[src/rtl/uart_rx_pkg.sv]
// rtl/uart_rx_pkg.sv - shared types, constants and helpers for the UART receiver
package uart_rx_pkg;

    typedef enum logic [2:0] {
        IDLE,
        START,
        DATA,
        PARITY,
        STOP
    } rx_state_e;

    localparam logic PAR_EVEN   = 1'b0;
    localparam logic PAR_ODD    = 1'b1;
    localparam logic IDLE_LEVEL = 1'b1;

    // Majority of three samples.
    function automatic logic maj3(input logic a, input logic b, input logic c);
        maj3 = (a & b) | (a & c) | (b & c);
    endfunction

    // Parity bit the transmitter sends for a given XOR of the data bits.
    function automatic logic expected_parity(input logic xor_data, input logic par_type);
        expected_parity = (par_type == PAR_ODD) ? ~xor_data : xor_data;
    endfunction

endpackage

[src/rtl/uart_rx_data_sampling.sv]
// rtl/uart_rx_data_sampling.sv - three-point oversampling and majority vote of the serial line
module data_sampling
    import uart_rx_pkg::*;
#(
    parameter int PRESCALE = 8,
    parameter int CW       = $clog2(PRESCALE)
) (
    input  logic          clk,
    input  logic          rst,
    input  logic [CW-1:0] edge_cnt_i,
    input  logic          rx_i,
    output logic          sampled_bit_o
);

    localparam logic [CW-1:0] SAMPLE_FIRST  = CW'(PRESCALE / 2 - 1);
    localparam logic [CW-1:0] SAMPLE_SECOND = CW'(PRESCALE / 2);

    // The first two samples are held; the third is the live line at the
    // decision point, so the vote is ready in that same cycle.
    logic [1:0] samples_q;

    // Capture the line at the first two sample points of every bit.
    always_ff @(posedge clk or negedge rst) begin
        if (!rst) begin
            samples_q <= {2{IDLE_LEVEL}};
        end else if (edge_cnt_i == SAMPLE_FIRST || edge_cnt_i == SAMPLE_SECOND) begin
            samples_q <= {samples_q[0], rx_i};
        end
    end

    assign sampled_bit_o = maj3(samples_q[1], samples_q[0], rx_i);

endmodule

[src/rtl/uart_rx.sv]
// rtl/uart_rx.sv - oversampling UART receiver top; UART_RX_SYNC_EN adds a 2-flop input synchronizer
module uart_rx
    import uart_rx_pkg::*;
#(
    parameter int WIDTH    = 8,
    parameter int PRESCALE = 8
) (
    input  logic             clk,
    input  logic             rst,
    input  logic             RX_in,
    input  logic             Par_en,
    input  logic             Par_type,
    output logic [WIDTH-1:0] P_data,
    output logic             Data_valid,
    output logic             Par_err,
    output logic             Stp_err
);

    localparam int CW = $clog2(PRESCALE);
    localparam int BW = $clog2(WIDTH + 3);

    localparam logic [CW-1:0] EDGE_LAST   = CW'(PRESCALE - 1);
    localparam logic [CW-1:0] EDGE_DECIDE = CW'(PRESCALE / 2 + 1);
    localparam logic [BW-1:0] BIT_LAST   = BW'(WIDTH);

    logic rx_s;

`ifdef UART_RX_SYNC_EN
    logic [1:0] sync_q;

    // Two-flop synchronizer for an RX line asynchronous to clk.
    always_ff @(posedge clk or negedge rst) begin
        if (!rst) begin
            sync_q <= {2{IDLE_LEVEL}};
        end else begin
            sync_q <= {sync_q[0], RX_in};
        end
    end

    assign rx_s = sync_q[1];
`else
    assign rx_s = RX_in;
`endif

    rx_state_e        state_q;
    logic [CW-1:0]    edge_cnt_q;
    logic [BW-1:0]    bit_cnt_q;
    logic [WIDTH-1:0] shift_q;
    logic             par_en_q;
    logic             par_type_q;
    logic             par_bad_q;
    logic             vote;
    logic             decide;
    logic             wrap;

    data_sampling #(
        .PRESCALE (PRESCALE),
        .CW       (CW)
    ) u_sampling (
        .clk           (clk),
        .rst           (rst),
        .edge_cnt_i    (edge_cnt_q),
        .rx_i          (rx_s),
        .sampled_bit_o (vote)
    );

    assign decide = (edge_cnt_q == EDGE_DECIDE);
    assign wrap   = (edge_cnt_q == EDGE_LAST);

    // Frame FSM with bit timing counters and registered result pulses.
    always_ff @(posedge clk or negedge rst) begin
        if (!rst) begin
            state_q    <= IDLE;
            edge_cnt_q <= '0;
            bit_cnt_q  <= '0;
            shift_q    <= '0;
            par_en_q   <= 1'b0;
            par_type_q <= PAR_EVEN;
            par_bad_q  <= 1'b0;
            P_data     <= '0;
            Data_valid <= 1'b0;
            Par_err    <= 1'b0;
            Stp_err    <= 1'b0;
        end else begin
            Data_valid <= 1'b0;
            Par_err    <= 1'b0;
            Stp_err    <= 1'b0;

            if (state_q != IDLE) begin
                edge_cnt_q <= wrap ? '0 : edge_cnt_q + 1'b1;
                if (wrap) begin
                    bit_cnt_q <= bit_cnt_q + 1'b1;
                end
            end

            case (state_q)
                IDLE: begin
                    // The falling-edge cycle counts as edge 0 of the start bit.
                    if (rx_s != IDLE_LEVEL) begin
                        state_q    <= START;
                        edge_cnt_q <= CW'(1);
                        bit_cnt_q  <= '0;
                        par_en_q   <= Par_en;
                        par_type_q <= Par_type;
                        par_bad_q  <= 1'b0;
                    end
                end
                START: begin
                    if (decide && vote) begin
                        state_q    <= IDLE;
                        edge_cnt_q <= '0;
                        bit_cnt_q  <= '0;
                    end else if (wrap) begin
                        state_q <= DATA;
                    end
                end
                DATA: begin
                    // Shifting in from the top leaves the first (LSB) bit at bit 0.
                    if (decide) begin
                        shift_q <= {vote, shift_q[WIDTH-1:1]};
                    end
                    if (wrap && bit_cnt_q == BIT_LAST) begin
                        state_q <= par_en_q ? PARITY : STOP;
                    end
                end
                PARITY: begin
                    if (decide) begin
                        par_bad_q <= (vote != expected_parity(^shift_q, par_type_q));
                    end
                    if (wrap) begin
                        state_q <= STOP;
                    end
                end
                STOP: begin
                    // Leave at the decision point so a start edge late in the
                    // stop bit is not missed.
                    if (decide) begin
                        if (!vote) begin
                            Stp_err <= 1'b1;
                        end else if (!par_bad_q) begin
                            Data_valid <= 1'b1;
                            P_data     <= shift_q;
                        end else begin
                            Par_err <= 1'b1;
                        end
                        state_q    <= IDLE;
                        edge_cnt_q <= '0;
                        bit_cnt_q  <= '0;
                    end
                end
                default: begin
                    state_q    <= IDLE;
                    edge_cnt_q <= '0;
                    bit_cnt_q  <= '0;
                end
            endcase
        end
    end

endmodule

[config.mk]
export PLATFORM = sky130hd
export DESIGN_NAME = uart_rx
export DESIGN_NICKNAME = d
export VERILOG_FILES = /design/src/rtl/uart_rx_pkg.sv /design/src/rtl/uart_rx_data_sampling.sv /design/src/rtl/uart_rx.sv
export SDC_FILE = /design/constraint.sdc
export NUM_CORES = 1
export LEC_CHECK = 0
export ABC_AREA = 1
export ABC_CLOCK_PERIOD_IN_PS = 1800
export BUFFER_PORTS_ARGS = -buffer_cell sky130_fd_sc_hd__buf_2
export CORE_ASPECT_RATIO = 0.75
export CORE_UTILIZATION = 40
export CTS_CLUSTER_SIZE = 14
export DETAILED_ROUTE_END_ITERATION = 16
export PLACE_DENSITY = 0.65
export SLEW_MARGIN = 30
export SYNTH_ARGS = -nofsm -noshare
export SYNTH_HDL_FRONTEND = slang
export SYNTH_HIERARCHICAL = 1
export SYNTH_SLANG_ARGS = --single-unit
[constraint.sdc]
create_clock -name clk -period 1.8 [get_ports clk]
set_input_delay 0.27 -clock clk [delete_from_list [all_inputs] [get_ports clk]]
set_output_delay 0.27 -clock clk [all_outputs]
set_load 0.1 [all_outputs]
-- Word level (Yosys, flattened, before mapping)
Cells that the tools add are included.
- register bits after elaboration: 34
- input port bits: 5
- logic and storage cells: 86
- $add $sub $neg: 2
- equality and inequality tests: 16
- mux-type cells: 35
- bitwise logic cells: 8
- reduce and logical (&&, ||, !) cells: 13
- operators by type and width (kind ; number):
    3-bit two-way mux ; 12
    4-bit two-way mux ; 5
    4-bit case mux with 4 select lines ; 1
    3-bit case mux with 5 select lines ; 1
    1-bit two-way mux ; 14
    3-bit equality test, second input constant ; 4
    3-bit case mux with 4 select lines ; 1
    2-bit != test, second input constant ; 5
    3-bit by 2-bit equality test with 1-bit output, second input constant ; 3
    8-bit XOR reduction ; 1
    5-bit AND reduction ; 1
    4-bit by 1-bit adder with 4-bit output, second input constant ; 1
    4-bit equality test, second input constant ; 1
    2-bit AND reduction ; 2
    4-bit AND reduction ; 1
    3-bit by 1-bit adder with 3-bit output, second input constant ; 1
    1-bit AND ; 3
    3-bit by 1-bit equality test with 1-bit output, second input constant ; 1
    3-bit logical NOT ; 1
    3-bit != test, second input constant ; 1
    1-bit inverter ; 3
    3-bit AND reduction ; 1
    3-bit nonzero test ; 1
    1-bit logical AND ; 2
    other kinds (6) ; 7

-- Logic depth before layout (Yosys ltp)
- word-level depth: 6
- mapped depth: 11
- depth with buffers taken out: 11

-- Modules after synthesis
The synthesis kept the hierarchy.
- by module, submodules not included (module ; instances ; cells an instance ; area each (um^2) ; sequential area each (um^2)):
    uart_rx ; 1 ; 200 ; 1712.9 ; 800.8
    data_sampling ; 1 ; 14 ; 108.9 ; 52.6

-- Worst setup path after synthesis
Ideal clock, no wire load.
- path type: flip-flop to flip-flop
- start point: register u_sampling.samples_q[0]
- end point: register P_data[6]
- library setup time: 0.121 ns
- arrival: 1.463 ns
- required time: 1.679 ns
- slack: 0.216 ns
- stages on the path, launching flop included: 10
- period minus slack after synthesis: 1.584 ns
- path through: dfstp_2 -> maj3_2 -> inv_2 -> nor2_4 -> inv_1 -> nor3_4 -> inv_2 -> buf_6 -> nand2_2 -> o21ai_2
- word-level cells in the longest chain between the ends: 4
- elaborated cells between the ends (all ways): 5
- those cells by class: bitwise (4); reduce/logical (1)
- ends and longest elaborated chain (element ; RTL line ; source):
    start: declaration ; uart_rx_data_sampling.sv:20 ; logic [1:0] samples_q;
    start signal: assignment ; uart_rx_data_sampling.sv:25 ; samples_q <= {2{IDLE_LEVEL}};
    start signal: assignment ; uart_rx_data_sampling.sv:27 ; samples_q <= {samples_q[0], rx_i};
    1-bit AND ; uart_rx_pkg.sv:18 ; maj3 = (a & b) | (a & c) | (b & c);
    1-bit bitwise OR ; uart_rx_pkg.sv:18 ;
    1-bit bitwise OR (*) ; uart_rx_pkg.sv:18 ;
    via vote ; uart_rx.sv:52 ; logic vote;
    4-bit AND reduction (no line) (*) ; -- ;
    end signal: assignment ; uart_rx.sv:142 ; P_data <= shift_q;
    end: declaration ; uart_rx.sv:13 ; output logic [WIDTH-1:0] P_data,
The timed path passes the listed nets; every way through them passes the cells marked *.
A chain may end at the register's enable or synchronous reset.

-- Worst setup path in the final report
- start point: register u_sampling.samples_q[0]
- end point: register P_data[3]
Same word-level chain as after synthesis.

==> impl_metrics.json <==
{
  "status": "completed",
  "yosys_warnings": 6,
  "finalClockSkew_ns": 0.00495,
  "hold_buffers": 0,
  "power_density_nw_per_um2": 1350,
  "placedCellCount": 284,
  "antenna_found_initial": 0,
  "r2r_start": "u_sampling/samples_q[0]",
  "drtIter0Drc": 73,
  "die_y_um": 60.4,
  "wirelength_mm": 3.30,
  "p_leak_nw": 1.06,
  "core_um2": 4200,
  "place.gp.congestion": 0.750,
  "via_per_inst": 4.67,
  "num_vias": 1363,
  "layout.nets": 247,
  "finalSetupViolCount": 0,
  "internal_power_mw": 1.66,
  "final_layout_size_suffix_gt1_share_pct": 26.2,
  "max_freq_ghz": 0.600,
  "crit_fanout": 16,
  "diodes": 0,
  "grt_usage_pct": 15.9,
  "h-tree-depth": 2,
  "drc_errors": 0,
  "cts_buffers": 5,
  "fp-row-count": 20,
  "wire_per_inst_um": 11.3,
  "maxCapViolCount": 0,
  "grt_pass1_wl_mm": 5.58,
  "clk_path_buf_depth": 2,
  "clockRootBuffer": "clkbuf_8",
  "worst_setup_path_start_kind": "flip-flop",
  "overflow": 0,
  "comb_power_share_pct": 39.7,
  "tritoncts": "yes",
  "fin_cells": 292,
  "max_slew_margin_pct": 67.8,
  "netlist_area_um2": 1820,
  "drt-pass1-iter-count": 4,
  "grt_start_max_net_pins": 35,
  "fp.dieW_um": 79.9,
  "hold_violations": 0,
  "netlist_instances": 214,
  "dp_hpwl_mm": 2.41,
  "r2r-end": "P_data[3]",
  "postCtsSetupBuffers": 0,
  "tightest_slew_ns": 0.486,
  "rsz0062_at_grt": "false",
  "required_ns": 1.97,
  "reg2reg_depth": 8,
  "port_buffers": 15,
  "hp-class": "primary input to asynchronous set/reset pin",
  "p_clk_share_pct": 21.2,
  "clkTransAtPathRegs_ns": 0.07,
  "p_switching_mw": 1.13,
  "area_growth_pct": 13.0,
  "fin_tns_setup_ns": 0,
  "ys_types": 32,
  "ir_drop_mv": 0.555,
  "ys_seq_area_share_pct": 46.8,
  "cts.repair.resized": 0,
  "report.final.slew_viol_count": 0,
  "pwr-share-seq_pct": 39.0,
  "synth_area_per_cell_um2": 8.51,
  "ys_ff_latch": 34,
  "insertion_delay_ns": 0.29,
  "dieArea_um2": 4830,
  "arrival_ns": 1.84,
  "first_global_vias": 1158,
  "initial_core_util_pct": 43.3,
  "period_share_pct": 92.6,
  "r2r_setup_slack_ns": 0.13,
  "endpoint_kind": "flip-flop",
  "syn-num-nets": 225,
  "drtAntennaViolNets": 0,
  "ios": 16,
  "p_sw_share_pct": 40.4,
  "clock-sinks": 34,
  "layout_min_cycle_time_ns": 1.67,
  "crit_type": "flip-flop to flip-flop"
}
per-stage QoR:
step / cell area [um2] / setup slack [ns] / power, mW / util, % / hold WS, ns
after global routing: 2060 / 0.00945 / 3.01 / 49.0 / 0.0443
final: 2060 / 0.132 / 2.79 / 49.0 / 0.00227
after global placement: 1960 / 0.175 / 2.19 / 46.7 / 0.327
after detailed placement: 1960 / 0.143 / 2.21 / 46.7 / 0.330
after CTS: 2060 / 0.137 / 2.81 / 49.0 / 0.0162
after floorplan: 1820 / 0.216 / 1.96 / - / -0.0256
routing by layer:
metal  track usage (%)  wire length (um)
met1              24.1              1830
met2              20.9              1310
met3              4.51               133
met4              6.89                30
met5                 0                 0
cell families after synthesis:
logic type	count (synthesis)	synth area share [%]
flip-flops	34	46.8
adder cells (fa/ha/maj)	7	4.74
XOR/XNOR	4	1.92
AND/OR/NAND/NOR	104	26.9
multiplexers	2	1.65
buffers and inverters	33	7.28
AO/OA/AOI/OAI	30	10.6
power groups by stage:
stage               clock (mW)  combinational, mW  sequential [mW]
CTS                      0.613               1.11             1.09
floorplan                    0              0.862             1.10
detailed placement           0               1.11             1.10
finish                   0.592               1.11             1.09
global placement             0               1.09             1.10
global route             0.652               1.24             1.12
cells in the final DEF, fill, tap and decap left out, drive strengths merged:
master    instances
nand2            68
dfrtp            32
inv              31
o21ai            22
buf              17
nor2             15
nand3            10
ha                6
clkbuf            6
nor3              6
a21oi             5
xor2              3
o22ai             2
mux2              2
nand4             2
dfstp             2
a211oi            1
and3              1
or2               1
xnor2             1
and2              1
clkinvlp          1
clkinv            1
maj3              1
flip-flops by register name, summed over array words and instances (netlist names):
register and cells:
bit_cnt_q 4, Data_valid 1, Par_err 1, par_type_q 1, shift_q 8, state_q 3, par_en_q 1, u_sampling/samples_q 2
par_bad_q 1, edge_cnt_q 3, P_data 8, Stp_err 1
worst max-delay path, stage by stage (launching register included):
cell     delay (ns)
dfstp_2        0.55
maj3_2         0.22
inv_2          0.05
nor2_4         0.13
inv_1          0.08
nor3_4         0.18
inv_2          0.18
nand2_1        0.12
o21ai_2        0.05
cells in the mapped netlist, drive strengths merged:
library cell | number | area, um2
nor2 | 15 | 73.8
xnor2 | 1 | 8.76
a211oi | 1 | 12.5
dfstp | 2 | 52.6
a21oi | 5 | 28.8
inv | 31 | 116
nand3 | 10 | 55.1
nand4 | 2 | 12.5
xor2 | 3 | 26.3
dfrtp | 32 | 801
mux2 | 2 | 30.0
buf | 2 | 16.3
or2 | 1 | 8.76
nor3 | 6 | 41.3
o22ai | 2 | 12.5
ha | 6 | 75.1
and2 | 1 | 6.26
and3 | 1 | 7.51
o21ai | 22 | 140
maj3 | 1 | 11.3
nand2 | 68 | 285
final cells by class:
class / instances / area [um2]
inverters: 31 / 116
well taps: 55 / 68.8
clock buffers: 6 / 82.6
flip-flops and latches: 34 / 853
clock inverters: 2 / 12.5
multi-input cells: 147 / 836
fillers: 400 / 2140
repair buffers: 17 / 90.1
worst max path at each step:
stage / startpoint / end / slack (ns) / cells past startpoint
floorplan: u_sampling/samples_q[0] / P_data[6] / 0.22 / 9
global placement: u_sampling/samples_q[0] / P_data[4] / 0.17 / 8
detailed placement: u_sampling/samples_q[0] / P_data[3] / 0.14 / 8
CTS: u_sampling/samples_q[1] / P_data[3] / 0.14 / 8
global route: u_sampling/samples_q[0] / P_data[0] / 0.009 / 8
finish: u_sampling/samples_q[0] / P_data[3] / 0.13 / 8
Power figures use the tool's default switching activity.
